[config.mk]
export PLATFORM = sky130hd
export DESIGN_NAME = fetch_stage
export DESIGN_NICKNAME = d
export VERILOG_FILES = /design/src/rtl/fetch_stage.sv
export SDC_FILE = /design/constraint.sdc
export NUM_CORES = 1
export LEC_CHECK = 0
export ABC_AREA = 0
export CORE_MARGIN = 2
export CORE_UTILIZATION = 35
export DETAILED_ROUTE_END_ITERATION = 16
export PLACE_DENSITY = 0.76
export SLEW_MARGIN = 5
export SYNTH_ARGS = -nofsm -noshare
export SYNTH_HDL_FRONTEND = slang
export SYNTH_SLANG_ARGS = --single-unit
[constraint.sdc]
create_clock -name CLK -period 3.9 [get_ports CLK]
set_clock_uncertainty 0.2 [all_clocks]
set_input_delay 0.39 -clock CLK [delete_from_list [all_inputs] [get_ports CLK]]
set_output_delay 0.39 -clock CLK [all_outputs]
set_load 0.01 [all_outputs]
[src/rtl/fetch_stage.sv]
// Instruction-fetch stage: owns the PC, drives the fetch address and builds the
// IF/ID register, applying redirect > flush > stall > normal-fetch priority.
module fetch_stage #(
  parameter logic [31:0] RESET_PC  = 32'd0,
  parameter int unsigned MEM_BYTES = 1000
) (
  input  logic        CLK,
  input  logic        RST_N,
  input  logic        STALL,
  input  logic        FLUSH,
  input  logic        REDIR,
  input  logic [31:0] TGT,
  output logic [31:0] DR,
  input  logic [31:0] INS,
  output logic [31:0] ID_INS,
  output logic [31:0] ID_PC,
  output logic [31:0] ID_NPC,
  output logic        ID_VALID,
  output logic        ERR
);

  localparam logic [31:0] LAST_ADDR = 32'(MEM_BYTES - 4);

  logic [31:0] pc_q, pc_d;
  logic [31:0] id_ins_q, id_ins_d;
  logic [31:0] id_pc_q, id_pc_d;
  logic [31:0] id_npc_q, id_npc_d;
  logic        id_valid_q, id_valid_d;
  logic        err_q, err_d;

  logic [32:0] pc_inc;
  logic [31:0] seq_pc;
  logic        tgt_legal;

  // Widened increment so the wrap compare cannot be fooled by 32-bit overflow.
  assign pc_inc    = {1'b0, pc_q} + 33'd4;
  assign seq_pc    = (pc_inc <= {1'b0, LAST_ADDR}) ? pc_inc[31:0] : RESET_PC;
  assign tgt_legal = (TGT[1:0] == 2'b00) && (TGT <= LAST_ADDR);

  always_comb begin
    pc_d       = pc_q;
    id_ins_d   = id_ins_q;
    id_pc_d    = id_pc_q;
    id_npc_d   = id_npc_q;
    id_valid_d = id_valid_q;
    err_d      = err_q;
    if (REDIR) begin
      id_valid_d = 1'b0;
      id_ins_d   = 32'd0;
      if (tgt_legal) begin
        pc_d = TGT;
      end else begin
        pc_d  = RESET_PC;
        err_d = 1'b1;
      end
    end else if (FLUSH) begin
      id_valid_d = 1'b0;
      id_ins_d   = 32'd0;
      if (!STALL) begin
        pc_d = seq_pc;
      end
    end else if (!STALL) begin
      id_ins_d   = INS;
      id_pc_d    = pc_q;
      id_npc_d   = pc_inc[31:0];
      id_valid_d = 1'b1;
      pc_d       = seq_pc;
    end
  end

  always_ff @(posedge CLK or negedge RST_N) begin
    if (!RST_N) begin
      pc_q       <= RESET_PC;
      id_ins_q   <= 32'd0;
      id_pc_q    <= 32'd0;
      id_npc_q   <= 32'd0;
      id_valid_q <= 1'b0;
      err_q      <= 1'b0;
    end else begin
      pc_q       <= pc_d;
      id_ins_q   <= id_ins_d;
      id_pc_q    <= id_pc_d;
      id_npc_q   <= id_npc_d;
      id_valid_q <= id_valid_d;
      err_q      <= err_d;
    end
  end

  assign DR       = pc_q;
  assign ID_INS   = id_ins_q;
  assign ID_PC    = id_pc_q;
  assign ID_NPC   = id_npc_q;
  assign ID_VALID = id_valid_q;
  assign ERR      = err_q;

endmodule

==> metrics.log <==
[metrics] run status: completed
[metrics] placed standard-cell area: 0.00791 mm²
[metrics] Min-Delay Endpoint: ERR
[metrics] maximum number of pins on one net before global-route repair: 112
[metrics] cell area after synthesis: 0.00577 mm²
[metrics] Root Buffer Master: clkbuf_16
[metrics] headroom to the max-slew limit: 0.299
[metrics] total wire length after detailed routing: 16600 µm
[metrics] proportion of layout cells with a drive suffix above 1: 0.0751
[metrics] Least-Margin Pin Slew: 1.05 ns
[metrics] Final Critical Period: 3.41 ns
[metrics] TritonCTS buffer count: 17
[metrics] leakage component of the power: 0.00368 µW
[metrics] endpoint of the most critical register-to-register path: DR[2]
[metrics] worst reg2reg startpoint: DR[2]
[metrics] number of slew-limit violations in the final report: 0
[metrics] number of antenna repair diodes: 0
[metrics] clock slew at the register clock pins of the worst setup and hold paths: 0.06 ns
[metrics] top-level port count: 199
[metrics] number of antenna-violating nets in the routed design: 0
[metrics] weighted congestion reported at the end of routability-driven placement: 0.864
[metrics] Global Route Usage Sum: 0.198
[metrics] effective utilization at floorplan: 0.360
[metrics] Post-CTS Hold Buffers: 1
[metrics] max-cap violations: 0
[metrics] Worst setup SP type: flip-flop
[metrics] worst IR drop on VDD: 0.337 mV
[metrics] die width: 132 µm
[metrics] initial antenna violation count: 0
[metrics] Layout Nets: 830
[metrics] total chip power: 3200 µW
[metrics] Post-CTS Repair Setup Buffers: 0
[metrics] wire length of the first global-routing pass: 27500 µm
[metrics] number of nets produced by synthesis: 650
[metrics] unrepaired setup endpoints after global routing: no
[metrics] unique cell type count in the Yosys netlist: 52
[metrics] post-synthesis cell count: 579
[metrics] Floorplan Core Area: 0.0160 mm²
[metrics] instance count after placement with tap cells included: 955
[metrics] type of destination of the critical path: flip-flop
[metrics] final standard cell count with taps included and fillers excluded: 988
[metrics] worst setup path class: reg2reg
[metrics] top flip-flop cell by instance count after synthesis: dfrtp_1
[metrics] cell type contributing the most total cell area after synthesis: dfrtp_1
[metrics] Fmax achieved: 293 MHz
[metrics] mean post-synth cell area: 9.96 µm²
[metrics] total half-perimeter wirelength after legalization and detailed placement: 11800 µm
[metrics] number of warnings reported in the yosys synthesis log: 0
[metrics] DR vias/cell: 5.04
[metrics] IO buf count: 198
[metrics] post-route worst hold slack: 0.260 ns
[metrics] total via count after detailed routing: 4984
[metrics] reg2reg path depth: 9
[metrics] final routed wire length divided by cell count: 16.8 µm
[metrics] area of the die: 0.0175 mm²
[metrics] Hold Fails Final Rpt: 0
[metrics] Final Cell Area: 0.00848 mm²
[metrics] row count: 46
[metrics] growth of design area from synthesis to finish: 47.0%
[metrics] number of gates resized after CTS: 0
[metrics] async set-reset flop share out of synthesis: 1.00
[metrics] Crit path required time: 4.02 ns
[metrics] CTS HTree Levels: 4
[metrics] biggest fanout along the worst timing path: 11
[metrics] Die H: 132 µm
[metrics] Area contributors post-synth: dfrtp_1, nand2_1, a22o_1
[metrics] Total Neg Setup Slack: 0 ns
[metrics] First-pass DRT Iterations: 5
[metrics] sequential cell area fraction in the yosys report: 0.556
[metrics] reg-to-reg setup timing slack: 0.49 ns
[metrics] top-area cell type share of the netlist area: 0.556
[metrics] DR DRC count: 0
[metrics] total gr overflow: 0
[metrics] power density of the placed cells: 378 mW/mm²
[metrics] source of the worst hold timing path: ERR
[metrics] Worst EP arrival: 3.53 ns
[metrics] number of enable flip-flop cells after synthesis: 0
[metrics] final worst-path cycle share: 0.874
[metrics] via count of the first global-routing pass: 5004
[metrics] latest clock arrival within the worst-skew pair: 0.42 ns
[metrics] Synth Register Bits: 128
[metrics] TritonCTS Sinks: 128
[metrics] WHS Path Cells: 1
[metrics] Clock Path Buffers: 2
[metrics] # setup viols final: 0
[metrics] Iter 0 DRT Violations: 352
[metrics] Min-Delay Path Class: reg2reg
[metrics] fill count: 1488
[metrics] clock tree from TritonCTS: yes
## logic make-up after synthesis
logic type,Yosys count,share of synthesized area
compound gates,108,0.133
simple gates,254,0.219
fa+ha+maj,2,0.00434
xor+xnor,29,0.0441
mux,1,0.00174
buf+inv,57,0.0419
flops,128,0.556
## placed cells by master, fill, tap and decap left out, types with 3 or more instances in the layout
master	Yosys	layout
o21ai_0	33	33
a21oi_1	3	3
clkbuf_8	0	3
inv_1	10	10
clkinvlp_4	0	3
xnor2_1	15	15
nor3_1	14	13
and2_1	20	20
a22oi_1	4	4
buf_4	4	8
a32oi_1	5	5
nand2_1	139	139
a22o_1	32	32
xor2_1	14	14
o21ai_1	4	4
nand4_1	15	15
nor4_2	3	3
nor2_1	15	15
nor4_1	7	7
nand3_1	15	15
clkdlybuf4s50_1	0	197
a31oi_1	7	7
dfrtp_1	128	128
nor2b_1	3	3
clkinv_2	0	5
clkbuf_16	0	17
a211oi_1	4	4
## registers in the layout, summed over array words and instances (netlist names)
signal,count
DR,32
ID_INS,32
ID_PC,32
ID_NPC,30
ERR,1
ID_VALID,1
## where the power goes
group | leakage (µW) | total [µW] | internal [µW] | switching [µW]
sequential | 0.00176 | 1400 | 1370 | 37.7
clock | 0.000272 | 1490 | 921 | 570
combinational | 0.00165 | 306 | 161 | 145
## layer usage
layer / up-vias / wire (µm) / global-route usage / share of wire
met5: - / 0 / 0 / 0
met4: 0 / 340 / 0.0836 / 0.021
met3: 18 / 1180 / 0.0565 / 0.071
met1: 2420 / 7180 / 0.259 / 0.43
met2: 183 / 7870 / 0.308 / 0.47
li1: 2363 / - / - / -
## per-stage QoR
step,setup WS (ns),utilization
after global placement,0.776,0.494
after CTS,0.572,0.530
after floorplan,1.06,-
after detailed placement,0.657,0.494
after global routing,0.265,0.530
final,0.492,0.530
## worst max-delay path, cell delays in order (launching register included)
cell	delay, ns
dfrtp_1	0.56
ha_1	0.35
and2_1	0.34
nor4_1	0.10
o311a_1	0.36
a31oi_1	0.19
a41oi_1	0.11
nor4_4	0.71
nand2_2	0.18
o31ai_2	0.22
## synthesized netlist by cell type, types with 5 or more instances
master	n
nand2_1	139
dfrtp_1	128
o21ai_0	33
a22o_1	32
clkbuf_1	32
and2_1	20
nand3_1	15
nand4_1	15
nor2_1	15
xnor2_1	15
nor3_1	14
xor2_1	14
buf_2	10
inv_1	10
a31oi_1	7
nor4_1	7
a32oi_1	5
## how the worst max path moves through the flow
stage | startpoint | endpoint | slack (ns)
after floorplan | DR[3] | DR[2] | 1.06
after global placement | DR[2] | DR[2] | 0.78
after detailed placement | DR[2] | DR[8] | 0.66
after CTS | DR[2] | DR[2] | 0.57
after global routing | DR[2] | DR[8] | 0.27
final | DR[2] | DR[2] | 0.49
## cell type report
class                   count  area [µm²]  area share
flip-flops and latches    128        3200       0.378
clock buffers              22         474      0.0559
inverters                  10        37.5     0.00443
repair buffers            208        2070       0.245
well taps                 216         270      0.0319
clock inverters            10        86.3      0.0102
multi-input cells         394        2330       0.275
Power figures use the tool's default switching activity.
==> RTL edit, RTL diff (same settings) <==
Reset style: synchronous (`RST_N`), changed in one clocked block.
--- a/src/rtl/fetch_stage.sv
+++ b/src/rtl/fetch_stage.sv
@@ -68,7 +68,7 @@
     end
   end
 
-  always_ff @(posedge CLK or negedge RST_N) begin
+  always_ff @(posedge CLK) begin
     if (!RST_N) begin
       pc_q       <= RESET_PC;
       id_ins_q   <= 32'd0;
Behaviour: differs if RST_N is asserted again (counterexample within 4 cycles, from zero or initial values and one cycle with RST_N low); with RST_N held inactive, the same outputs for 4 cycles.
==> RTL edit against the original RTL <==
- wire length rose by 5.4%
- largest power group unchanged
- maximum frequency rose by 1.7%
- worst setup slack improved by 0.059 ns
- area after synthesis fell by 1.3%
- count of clock-buffer cells in the layout fell by 1
- sequential share of layout area fell by 6.9 points
- core utilization fell by 0.80 points
- worst hold slack got worse by 0.079 ns
- critical path type unchanged
- clock power rose by 3%
- total power fell by 1.8%
- design area fell by 2.2%
- sequential cell count did not move
==> RTL edit: results (changes against the original RTL) <==
[power_and_ir_drop]
power.leakage_uw = 0.00293  ; -20%
irDropWorstVdd_mv = 0.275  ; -19%

[yosys]
synthFlopType = dfxtp_1
synth_cell_type_count = 61  ; +17%
synth_top_cells_by_area = dfxtp_1 (45%), mux2i_1 (6.0%), nand2_1 (5.8%)
synth_commonest_cells = dfxtp_1 (128), nand2_1 (88), nor2_1 (80)
synth.net_count = 743  ; +14%
avgSynthCellArea_sq_um = 8.46  ; -15%
synthArstFlopShare_pct = 0  ; -100 points
yosysSeqAreaShare_pct = 45.1  ; -11 points

[global_routing]
grt.total_usage_pct = 20.2  ; +0.39 points
grt_max_degree = 57  ; -49%
grt_pass1_wl_um = 27800  ; +1.0%
antenna_found_initial = 0  ; unchanged
grt_pass1_vias = 5248  ; +4.9%

[timing]
relSlewSlack_pct = 26.2  ; -3.8 points

[run_status]
status = finished, final reports clean

[placement]
place_area_sq_um = 7720  ; -2.4%
gp_congestion = 0.908  ; +5.0%
dp.cells = 1030  ; +7.9%
portBuffers = 198  ; unchanged
dpl_worst_slack_ns = 0.624  ; -0.0328 ns
hpwl_um = 12600  ; +7.5%

[route]
wl_per_cell_um = 16.5  ; -1.8%
drt_wl_total_um = 17500  ; +5.4%
vias_per_cell = 5.16  ; +2.3%

[layout]
layout-drive-gt1-share_pct = 6.52  ; -1.0 points
fillers = 1509  ; +1.4%
fin_nets = 904  ; +8.9%

[hold_path]
whs_path_depth = 3  ; +2
hold_class = in -> reg

[clocking]
postCtsSetupBuffers = 0  ; unchanged

## RTL edit: report_power, final
| part | internal (uW) | switching, uW | total [uW] |
|---|---|---|---|
| clock network | 965 | 573 | 1540 |
| registers | 1330 | 15.9 | 1350 |
| logic | 140 | 118 | 258 |
## RTL edit: routing by layer
metal  share of wire, %  global-route usage, %  routed length [um]
met1                 41                   24.3                7150
met2                 47                   32.6                8240
met3                9.6                   7.72                1670
met4                2.2                   7.61                 388
met5                  0                      0                   0
## RTL edit: area by class of cell
class,instances,area [sq um],area share (%)
clock buffers,21,460,5.55
clock inverters,9,109,1.31
repair buffers,206,2050,24.7
multi-input cells,474,2820,34.0
well taps,216,270,3.26
inverters,6,22.5,0.272
flip-flops and latches,128,2560,30.9
## RTL edit: kinds of logic (layout without fill, tap and decap cells)
logic type	after synthesis	in the layout	synth area share, %
AND/OR/NAND/NOR	291	291	25.0
flip-flops	128	128	45.1
AO/OA/AOI/OAI	118	118	13.5
buffers and inverters	70	242	5.59
multiplexers	34	34	5.98
XOR/XNOR	29	29	4.47
adder cells (fa/ha/maj)	2	2	0.440
## RTL edit: critical path: stages, from the launching register on
cell and delay, ns:
dfxtp_1 0.47, ha_1 0.44, and4_2 0.35, nand4_4 0.16, or4_4 0.54, a2bb2oi_2 0.16
o2111ai_1 0.18, or4_1 0.49, o22ai_1 0.16, o2bb2ai_1 0.12
## RTL edit: path summary, 6_finish.rpt
kind | start | slack, ns | to
setup / recovery | DR[3] | 0.55 | DR[4]
hold / removal | STALL | 0.18 | ID_NPC[5]
setup reg to reg | DR[3] | 0.55 | DR[4]
hold reg to reg | ID_PC[20] | 0.25 | ID_PC[20]
